<file path="src/rtl/sram_arbiter.sv">
// Two-port arbiter and sequencer for the board's 256Kx16 asynchronous SRAM.
// Round-robin between CPU (c_*) and DMA (d_*); strobes come straight from registers.
`timescale 1ns/1ps

module sram_arbiter #(
    parameter int AW          = 18,
    parameter int WAIT_CYCLES = 1
) (
    input  logic          CLOCK_50,
    input  logic          nreset,

    input  logic          c_req,
    input  logic [1:0]    c_we,
    input  logic [AW-1:0] c_addr,
    input  logic [15:0]   c_wdata,
    output logic [15:0]   c_rdata,
    output logic          c_ack,

    input  logic          d_req,
    input  logic [1:0]    d_we,
    input  logic [AW-1:0] d_addr,
    input  logic [15:0]   d_wdata,
    output logic [15:0]   d_rdata,
    output logic          d_ack,

    output logic [AW-1:0] sram_addr,
    output logic [15:0]   sram_dq_out,
    output logic          sram_dq_oe,
    input  logic [15:0]   sram_dq_in,
    output logic          sram_ce_n,
    output logic          sram_oe_n,
    output logic          sram_we_n,
    output logic          sram_ub_n,
    output logic          sram_lb_n,

    output logic [1:0]    grant
);

    typedef enum logic [1:0] {
        IDLE,
        ACCESS,
        DONE
    } state_t;

    localparam logic [3:0] WAIT_LOAD = 4'(WAIT_CYCLES);

    state_t        state, state_nxt;
    logic [3:0]    cnt, cnt_nxt;
    logic [1:0]    we_lat, we_nxt;
    logic          last_d, last_nxt;
    logic          pick_d;
    logic [AW-1:0] addr_nxt;
    logic [15:0]   dout_nxt;
    logic [1:0]    grant_nxt;
    logic [15:0]   c_rdata_nxt, d_rdata_nxt;
    logic          c_ack_nxt, d_ack_nxt;
    logic          ce_n_nxt, oe_n_nxt, we_n_nxt, ub_n_nxt, lb_n_nxt, dq_oe_nxt;

    always_comb begin
        state_nxt   = state;
        cnt_nxt     = cnt;
        we_nxt      = we_lat;
        last_nxt    = last_d;
        pick_d      = 1'b0;
        addr_nxt    = sram_addr;
        dout_nxt    = sram_dq_out;
        grant_nxt   = grant;
        c_rdata_nxt = c_rdata;
        d_rdata_nxt = d_rdata;
        c_ack_nxt   = 1'b0;
        d_ack_nxt   = 1'b0;
        ce_n_nxt    = 1'b1;
        oe_n_nxt    = 1'b1;
        we_n_nxt    = 1'b1;
        ub_n_nxt    = 1'b1;
        lb_n_nxt    = 1'b1;
        dq_oe_nxt   = 1'b0;

        case (state)
            IDLE: begin
                if (c_req || d_req) begin
                    // On contention the port that did not win last time goes first.
                    pick_d    = d_req && (!c_req || !last_d);
                    addr_nxt  = pick_d ? d_addr  : c_addr;
                    dout_nxt  = pick_d ? d_wdata : c_wdata;
                    we_nxt    = pick_d ? d_we    : c_we;
                    grant_nxt = pick_d ? 2'b10   : 2'b01;
                    last_nxt  = pick_d;
                    cnt_nxt   = WAIT_LOAD;
                    state_nxt = ACCESS;
                end else begin
                    grant_nxt = '0;
                end
            end
            ACCESS: begin
                if (cnt == '0) begin
                    state_nxt = DONE;
                    c_ack_nxt = grant[0];
                    d_ack_nxt = grant[1];
                    if (we_lat == 2'b00) begin
                        if (grant[0]) c_rdata_nxt = sram_dq_in;
                        if (grant[1]) d_rdata_nxt = sram_dq_in;
                    end
                end else begin
                    cnt_nxt = cnt - 4'd1;
                end
            end
            DONE: begin
                state_nxt = IDLE;
                grant_nxt = '0;
            end
            default: begin
                state_nxt = IDLE;
                grant_nxt = '0;
            end
        endcase

        // Strobes are decoded from the next state so they leave the flops glitch-free.
        case (state_nxt)
            ACCESS: begin
                ce_n_nxt = 1'b0;
                if (we_nxt == 2'b00) begin
                    oe_n_nxt = 1'b0;
                    ub_n_nxt = 1'b0;
                    lb_n_nxt = 1'b0;
                end else begin
                    we_n_nxt  = 1'b0;
                    ub_n_nxt  = ~we_nxt[1];
                    lb_n_nxt  = ~we_nxt[0];
                    dq_oe_nxt = 1'b1;
                end
            end
            DONE: begin
                ce_n_nxt  = 1'b0;
                dq_oe_nxt = (we_nxt != 2'b00);
            end
            default: ;
        endcase
    end

    always_ff @(posedge CLOCK_50 or negedge nreset) begin
        if (!nreset) begin
            state       <= IDLE;
            cnt         <= '0;
            we_lat      <= '0;
            last_d      <= 1'b1;
            sram_addr   <= '0;
            sram_dq_out <= '0;
            grant       <= '0;
            c_rdata     <= '0;
            d_rdata     <= '0;
            c_ack       <= 1'b0;
            d_ack       <= 1'b0;
            sram_ce_n   <= 1'b1;
            sram_oe_n   <= 1'b1;
            sram_we_n   <= 1'b1;
            sram_ub_n   <= 1'b1;
            sram_lb_n   <= 1'b1;
            sram_dq_oe  <= 1'b0;
        end else begin
            state       <= state_nxt;
            cnt         <= cnt_nxt;
            we_lat      <= we_nxt;
            last_d      <= last_nxt;
            sram_addr   <= addr_nxt;
            sram_dq_out <= dout_nxt;
            grant       <= grant_nxt;
            c_rdata     <= c_rdata_nxt;
            d_rdata     <= d_rdata_nxt;
            c_ack       <= c_ack_nxt;
            d_ack       <= d_ack_nxt;
            sram_ce_n   <= ce_n_nxt;
            sram_oe_n   <= oe_n_nxt;
            sram_we_n   <= we_n_nxt;
            sram_ub_n   <= ub_n_nxt;
            sram_lb_n   <= lb_n_nxt;
            sram_dq_oe  <= dq_oe_nxt;
        end
    end

endmodule

</file>
<file path="config.mk">
export PLATFORM = sky130hd
export DESIGN_NAME = sram_arbiter
export DESIGN_NICKNAME = d
export VERILOG_FILES = /design/src/rtl/sram_arbiter.sv
export SDC_FILE = /design/constraint.sdc
export NUM_CORES = 1
export LEC_CHECK = 0
export BUFFER_PORTS_ARGS = -buffer_cell sky130_fd_sc_hd__buf_2
export CAP_MARGIN = 10
export CORE_MARGIN = 1
export CORE_UTILIZATION = 50
export CTS_BUF_LIST = sky130_fd_sc_hd__clkbuf_16
export DETAILED_ROUTE_END_ITERATION = 8
export PLACE_DENSITY = 0.85
export SLEW_MARGIN = 10
export SYNTH_ARGS = -nofsm -noshare
export SYNTH_HDL_FRONTEND = slang
export SYNTH_SLANG_ARGS = --single-unit
</file>
<file path="constraint.sdc">
create_clock -name CLOCK_50 -period 4.9 [get_ports CLOCK_50]
set_input_delay 0.735 -clock CLOCK_50 [delete_from_list [all_inputs] [get_ports CLOCK_50]]
set_output_delay 0.735 -clock CLOCK_50 [all_outputs]
set_load 0.05 [all_outputs]
</file>
==> flow_summary.ini, run 1 <==
[clock_tree]
tritoncts = done
root_buffer = clkbuf_16
clock_latency_ps = 320
clockBufferDepth = 2
cts_setup_buffers = 0
post_cts_resized = 0
cts_made_buffers = 9
clock-sinks = 85
postCtsHoldBufs = 0
htreeDepth = 3
path_clk_slew_ps = 60

[yosys]
synth_top_area_share_pct = 54.56
synth_top_cell_by_area = dfrtp_1
yosys-top-cells-count = dfrtp_1, nand2_1, nor2_1
ys_async_sr_fraction_pct = 100.0
ys_seq_area_share_pct = 58.91
synth.avg_cell_area_sq_um = 11.18
synth_fp_nets = 420
yosysMostFrequentCell = dfrtp_1
syn_inst = 324
synth_area_sq_mm = 0.003623
synth_edf_count = 0
synth_ff_type = dfrtp_1
ys_types = 31
ys_ff_latch = 85
netlist_top_cells_area = dfrtp_1, mux2_4, nand2_1, a31oi_1, dfstp_2
ys.warnings.count = 0

[worst_setup_path]
path_cells = inv_1 > ha_1 > or3b_1 > nor3b_4 > nand3_4 > mux2_4
cpMaxStageDelayCell = or3b_1
critPathLaunchType = register
cp-end-kind = register
path_class = register to register
critPathArrivalTime_ps = 2630
cp.required_ps = 5110
crit_fanout = 16
crit_path_max_incr_delay_ps = 470

[timing]
slew_viol_final = 0
slew_headroom_pct = 31.88
tightest_slew_ps = 1022
final.period_utilization_pct = 49.48
clock.fmax_mhz = 412.4
rsz0062_at_grt = no
hold_viol_final = 0
worst_slack_ps = 2475
tns_ps = 0
fin_skew_ps = 6.298
timing.hold.ws_ps = 478.4
setup_viol = 0
fin_crit_ps = 2425

[power_and_ir_drop]
leakage_nw = 2.456
vdd_drop_max_mv = 0.4782
powerDensity_mw_per_mm2 = 866.3
p_switching_mw = 2.110
switching_share_pct = 50.65
p_comb_share_pct = 53.8
seqPwrFrac_pct = 30.5
p_clk_share_pct = 15.7
internal-power_mw = 2.056

[placed_design]
place_worst_setup_slack_ps = 2337
io_buffer_count = 167
dp.cells = 571
gp_congestion = 0.7633
dp_hpwl_um = 6202

[floorplan]
start_util_pct = 52.46
die_width_um = 87.13
boundaryPins = 168
rows = 30
die_area_sq_mm = 0.007592
die_y_um = 87.13
core_sq_mm = 0.006907

[status]
outcome = complete, no violations

[global_route]
grt_pass1_vias = 2759
grt_pass1_wl_um = 13450
antenna_found_initial = 0
track_usage_pct = 23.26
grt_max_degree = 86
gr-total-overflow = 0

[detailed_routing]
routed_via_density = 5.022
drcViolationCount = 0
ant_nets = 0
routedWlPerCell_um = 14.22
via_count = 2948
wirelength_um = 8345
drt_first_pass_iters = 4
drtIter0Drc = 74

[finish]
fin_nets = 582
instances_no_fill = 587
drive_above_1_share_pct = 46.84
diodes = 0
synthToLayoutAreaGrowth_pct = 32.73

[hold_path]
hp-class = register to register

[run]
maxCapViolCount = 0
registers in the layout (all words and copies together) (netlist names), 2 cells and up:
register,count
sram_dq_out,16
d_rdata,16
grant,2
c_rdata,16
we_lat,2
sram_addr,18
cnt,4
state,2
layout by cell type (no fill, tap or decap), types with 5 or more instances in the layout:
cell type,count
buf_2,166
nor2_1,41
inv_1,8
clkbuf_16,9
dfrtp_1,79
mux2_2,14
dfstp_2,6
mux2_4,20
a31oi_1,32
nand2_1,70
o21ai_0,5
per-stage QoR:
step | power, mW | area [sq um] | util, %
after CTS | 4.193 | 4810 | 69.64
final | 4.166 | 4810 | 69.64
after global placement | 3.462 | 4518 | 65.42
after global routing | 4.391 | 4810 | 69.64
after detailed placement | 3.537 | 4518 | 65.42
after floorplan | 2.992 | 3623 | -
worst paths after layout:
check	slack (ps)	start	cells past startpoint	endpoint
min in group asynchronous	590	nreset	1	c_rdata[0]$_DFFE_PN0P_
max reg2reg	2480	cnt[0]$_DFFE_PN0P_	6	c_rdata[10]$_DFFE_PN0P_
min	480	sram_dq_out[15]$_DFFE_PN0P_	2	sram_dq_out[15]$_DFFE_PN0P_
max	2480	cnt[0]$_DFFE_PN0P_	6	c_rdata[10]$_DFFE_PN0P_
max in group asynchronous	3650	nreset	1	sram_addr[5]$_DFFE_PN0P_
min reg2reg	480	sram_dq_out[15]$_DFFE_PN0P_	2	sram_dq_out[15]$_DFFE_PN0P_
power by group through the flow:
stage / Combinational, mW / Clock, mW / Sequential (mW)
floorplan: 0.652 / 0 / 2.34
global placement: 2.21 / 0 / 1.25
detailed placement: 2.26 / 0 / 1.28
CTS: 2.26 / 0.662 / 1.27
global route: 2.38 / 0.696 / 1.31
finish: 2.24 / 0.652 / 1.27
logic make-up (layout without fill, tap and decap cells):
group / count (synthesis) / after routing / synth area share [%]
and+or+nand+nor: 123 / 123 / 14.43
DFF: 85 / 85 / 58.91
AOI/OAI and AO/OA: 48 / 48 / 8.460
muxes: 36 / 36 / 13.19
buffers and inverters: 26 / 193 / 3.142
adders and majority gates: 4 / 4 / 1.381
xor gates and xnor gates: 2 / 2 / 0.4835
worst max-delay path: cells and delay by family (launching register included):
family / cells / cell delay [ps]
buf+inv: 1 / 120
fa+ha+maj: 1 / 170
flops: 1 / 380
simple gates: 3 / 1230
mux: 1 / 400
cell type report:
| cell class | instances | area [sq um] |
|---|---|---|
| timing repair buffer | 169 | 853.3 |
| sequential | 85 | 2135 |
| clock buffer | 9 | 225.2 |
| inverter | 8 | 30.03 |
| fill | 556 | 2097 |
| tap | 96 | 120.1 |
| multi-input combinational | 213 | 1380 |
| clock inverter | 7 | 66.31 |
per-layer routing:
metal / wire length (um) / vias up / track usage [%]
met5: 0 / - / 0
met2: 4002 / 127 / 36.72
met3: 622 / 6 / 6.161
met4: 88 / 0 / 7.004
met1: 3632 / 1398 / 31.74
li1: - / 1417 / -
(Power assumes the default switching activity.)
==> run 2, diff against run 1 <==
CORE_UTILIZATION = 47   (was 50)
PLACE_DENSITY = 0.8   (was 0.85)
clock period = 2.43 ns   (was 4.9 ns; I/O delays follow)
==> flow_summary.ini, run 2 (same netlist as run 1, synthesis figures left out) <==
[timing]
setup_viol = 0
fin_crit_ps = 2264
fin_skew_ps = 8.301
slew_viol_final = 0
clock.fmax_mhz = 441.6
slew_headroom_pct = 60.21
rsz0062_at_grt = no
hold_viol_final = 0
final.period_utilization_pct = 93.18
timing.hold.ws_ps = 15.59
tightest_slew_ps = 596.9
tns_ps = 0

[worst_setup_path]
critPathArrivalTime_ps = 2470
rrSetupSlack_ps = 170
r2r_cells = 6
cp.required_ps = 2640
path_class = register to register
reg2reg_to = c_rdata[6]$_DFFE_PN0P_
timing.rr.start = cnt[0]$_DFFE_PN0P_
critPathLaunchType = register
crit_fanout = 16
cp-end-kind = register

[detailed_routing]
wirelength_um = 8427
drcViolationCount = 0
routedWlPerCell_um = 14.19
drt_first_pass_iters = 4
ant_nets = 0
drtIter0Drc = 78
routed_via_density = 4.918
via_count = 2921

[clock_tree]
path_clk_slew_ps = 60
clock-sinks = 85
postCtsHoldBufs = 0
cts_setup_buffers = 0
clockBufferDepth = 2
cts_made_buffers = 9
tritoncts = done
htreeDepth = 3
root_buffer = clkbuf_16
clock_latency_ps = 330
post_cts_resized = 0

[floorplan]
die_width_um = 89.81
die_area_sq_mm = 0.008065
core_sq_mm = 0.007370
start_util_pct = 49.17
die_y_um = 89.81
rows = 31
boundaryPins = 168

[power_and_ir_drop]
p_switching_mw = 4.253
vdd_drop_max_mv = 0.8167
switching_share_pct = 50.50
leakage_nw = 2.485
p_comb_share_pct = 53.7
p_clk_share_pct = 16.0
powerDensity_mw_per_mm2 = 1727
internal-power_mw = 4.168
seqPwrFrac_pct = 30.3

[finish]
instances_no_fill = 594
drive_above_1_share_pct = 47.47
fin_nets = 586
final_common_cell = buf_2
top_register = sram_addr
largest_register_ffs = 18
synthToLayoutAreaGrowth_pct = 34.57
diodes = 0
final_cell_mix = buf_2, dfrtp_1, nand2_1

[placed_design]
dp_hpwl_um = 6279
gp_congestion = 0.7641
io_buffer_count = 167
dp.cells = 577

[global_route]
track_usage_pct = 22.06
grt_pass1_wl_um = 14160
grt_pass1_vias = 2973
grt_max_degree = 67
gr-total-overflow = 0
antenna_found_initial = 0

[hold_path]
hp-class = input pin to async pin

[run]
maxCapViolCount = 0

[status]
outcome = complete, no violations
run 2: cell count changes in the layout (fill, tap and decap cells not counted), sizes merged:
cell | before | now
buf | 169 | 173
clkinv | 4 | 2
clkinvlp | 2 | 3
inv | 8 | 9
run 2: cell type report:
type	instances	area [sq um]
clock inverters	7	73.82
fillers	592	2494
inverters	8	30.03
clock buffers	9	225.2
flip-flops and latches	85	2135
multi-input cells	213	1380
well taps	99	123.9
repair buffers	173	908.4
run 2: worst max path at each step:
stage	depth (start not counted)	end	from	slack [ps]
after floorplan	8	d_rdata[10]$_DFFE_PN0P_	cnt[0]$_DFFE_PN0P_	240
after global placement	6	d_rdata[12]$_DFFE_PN0P_	cnt[0]$_DFFE_PN0P_	260
after detailed placement	6	d_rdata[13]$_DFFE_PN0P_	cnt[0]$_DFFE_PN0P_	160
after CTS	6	c_rdata[6]$_DFFE_PN0P_	cnt[0]$_DFFE_PN0P_	150
after global routing	6	c_rdata[6]$_DFFE_PN0P_	cnt[0]$_DFFE_PN0P_	3
final	6	c_rdata[6]$_DFFE_PN0P_	cnt[0]$_DFFE_PN0P_	170
run 2: power by group through the flow:
stage / combinational, mW / sequential (mW) / clock, mW
2_1_floorplan: 1.31 / 4.72 / 0
3_3_place_gp: 4.44 / 2.54 / 0
3_5_place_dp: 4.55 / 2.57 / 0
4_1_cts: 4.55 / 2.55 / 1.37
5_1_grt: 4.79 / 2.64 / 1.44
6_report: 4.52 / 2.55 / 1.35
run 2: worst max-delay path, stage by stage, from the launching register on:
cell and delay [ps]:
dfrtp_1 380, inv_1 120, ha_1 160, or3b_1 450, nor3b_4 340, nand3_4 310, mux2_4 390
run 2: through the flow:
| step | util, % | worst slack, ps | power [mW] | cell area, sq um |
|---|---|---|---|---|
| after floorplan | - | 235.8 | 6.033 | 3623 |
| after global placement | 61.83 | 256.2 | 6.981 | 4557 |
| after detailed placement | 61.83 | 155.7 | 7.122 | 4557 |
| after CTS | 65.89 | 145.7 | 8.477 | 4856 |
| after global routing | 66.16 | 2.727 | 8.874 | 4876 |
| final | 66.16 | 165.7 | 8.421 | 4876 |
run 2: layer usage:
| metal | part of all wire, % | vias up | track usage (%) |
|---|---|---|---|
| met3 | 7.9 | 16 | 6.345 |
| li1 | - | 1425 | - |
| met1 | 44 | 1345 | 28.39 |
| met4 | 1.6 | 0 | 8.743 |
| met5 | 0 | - | 0 |
| met2 | 47 | 135 | 35.19 |
==> run 3, diff against run 2 <==
BUFFER_PORTS_ARGS = -buffer_cell sky130_fd_sc_hd__buf_4   (was -buffer_cell sky130_fd_sc_hd__buf_2)
==> flow_summary.ini, run 3 (same netlist as run 1, synthesis figures left out) <==
[status]
outcome = complete, no violations

[global_route]
gr-usage-met3_pct = 7.107
use_met2_pct = 36.22
grt_max_degree = 53
gr-total-overflow = 0
antenna_found_initial = 0
track_usage_pct = 22.42
grt_most_used_layer = met2
grt_pass1_wl_um = 14410
use_met1_pct = 28.96
grt_pass1_vias = 2977

[worst_setup_path]
cpMaxStageDelayCell = or3b_1
rrSetupSlack_ps = 120
crit_fanout = 16
timing.rr.start = cnt[0]$_DFFE_PN0P_
cp-end-kind = register
r2r_cells = 6
startpoint = cnt[0]$_DFFE_PN0P_
crit_path_max_incr_delay_ps = 450
reg2reg_to = c_rdata[11]$_DFFE_PN0P_
path_class = register to register
critPathArrivalTime_ps = 2510
cp.required_ps = 2630
critPathLaunchType = register
path_cells = inv_1 > ha_1 > or3b_1 > nor3b_4 > nand3_4 > mux2_4

[finish]
drive_above_1_share_pct = 47.17
synthToLayoutAreaGrowth_pct = 45.93
fin_util_pct = 71.75
diodes = 0
final_common_cell = buf_4
fin_nets = 585
largest_register_ffs = 18
final_cell_mix = buf_4, dfrtp_1, nand2_1
multi_input_area_sq_mm = 0.001380
instances_no_fill = 593
seqCellArea_sq_mm = 0.002135
top_register = sram_addr
fillers = 539

[clock_tree]
post_cts_resized = 0
root_buffer = clkbuf_16
clock_latency_ps = 320
tritoncts = done
path_clk_slew_ps = 60
clock-sinks = 85
clockBufferDepth = 2
postCtsHoldBufs = 0
cts_made_buffers = 9
htreeDepth = 3
cts_setup_buffers = 0

[floorplan]
die_y_um = 89.81
die_area_sq_mm = 0.008065
rows = 31
die_width_um = 89.81
boundaryPins = 168
core_sq_mm = 0.007370
start_util_pct = 49.17

[detailed_routing]
via_count = 2948
drcViolationCount = 0
routed_via_density = 4.971
drtIter0Drc = 83
drt_first_pass_iters = 4
ant_nets = 0
routedWlPerCell_um = 14.73
wirelength_um = 8736

[power_and_ir_drop]
leakage_nw = 2.645
vdd_drop_max_mv = 0.8188
powerDensity_mw_per_mm2 = 1694

[timing]
fin_crit_ps = 2309
slew_headroom_pct = 62.50
final.period_utilization_pct = 95.03
setup_viol = 0
tightest_slew_ps = 556.6
timing.hold.ws_ps = 29.62
rsz0062_at_grt = no
fin_skew_ps = 10.56
clock.fmax_mhz = 433.0
slew_viol_final = 0
tns_ps = 0
hold_viol_final = 0

[placed_design]
dp.cells = 577
io_buffer_count = 167
gp_congestion = 0.7746
dp_hpwl_um = 6361

[run]
maxCapViolCount = 0

[hold_path]
hp-class = input pin to async pin
==> run 3: cell count changes in the layout (fill, tap and decap cells not counted), sizes merged <==
cell,previous run,this run
clkinv,2,3
inv,9,10
clkinvlp,3,0
bufinv,1,2
buf,173,172
==> run 3: area by class of cell <==
| cell class | instances | share of cell area (%) |
|---|---|---|
| inverter | 8 | 0.5679 |
| clock inverter | 7 | 1.704 |
| tap | 99 | 2.343 |
| timing repair buffer | 172 | 24.66 |
| clock buffer | 9 | 4.259 |
| sequential | 85 | 40.37 |
| multi-input combinational | 213 | 26.10 |
==> run 3: how the worst max path moves through the flow <==
stage,to,cells past startpoint
floorplan,d_rdata[10]$_DFFE_PN0P_,8
global placement,d_rdata[12]$_DFFE_PN0P_,6
detailed placement,d_rdata[14]$_DFFE_PN0P_,6
CTS,c_rdata[11]$_DFFE_PN0P_,6
global route,c_rdata[11]$_DFFE_PN0P_,6
finish,c_rdata[11]$_DFFE_PN0P_,6
==> run 3: power by group <==
group	leakage (nW)	internal [mW]	switching, mW
sequential	0.981	2.16	0.429
clock	0.159	0.896	0.533
combinational	1.51	1.62	3.32
==> run 3: through the flow <==
stage / power, mW / setup slack [ps] / cell area, sq um
3_3_place_gp: 7.437 / 255.1 / 4972
5_1_grt: 9.379 / 39.01 / 5288
3_5_place_dp: 7.560 / 154.5 / 4972
4_1_cts: 9.018 / 116.8 / 5288
2_1_floorplan: 6.033 / 235.8 / 3623
6_report: 8.955 / 120.7 / 5288
==> run 3: worst max-delay path: cells and delay by family (launching register included) <==
| family | cells | cell delay, ps |
|---|---|---|
| flip-flops | 1 | 370 |
| adder cells (fa/ha/maj) | 1 | 160 |
| multiplexers | 1 | 400 |
| AND/OR/NAND/NOR | 3 | 1120 |
| buffers and inverters | 1 | 120 |
==> run 3: routing by layer <==
metal | part of all wire (%) | wire, um | vias up
li1 | - | - | 1428
met1 | 43 | 3793 | 1386
met2 | 47 | 4147 | 126
met3 | 7.9 | 692 | 8
met4 | 1.2 | 103 | 0
met5 | 0 | 0 | -
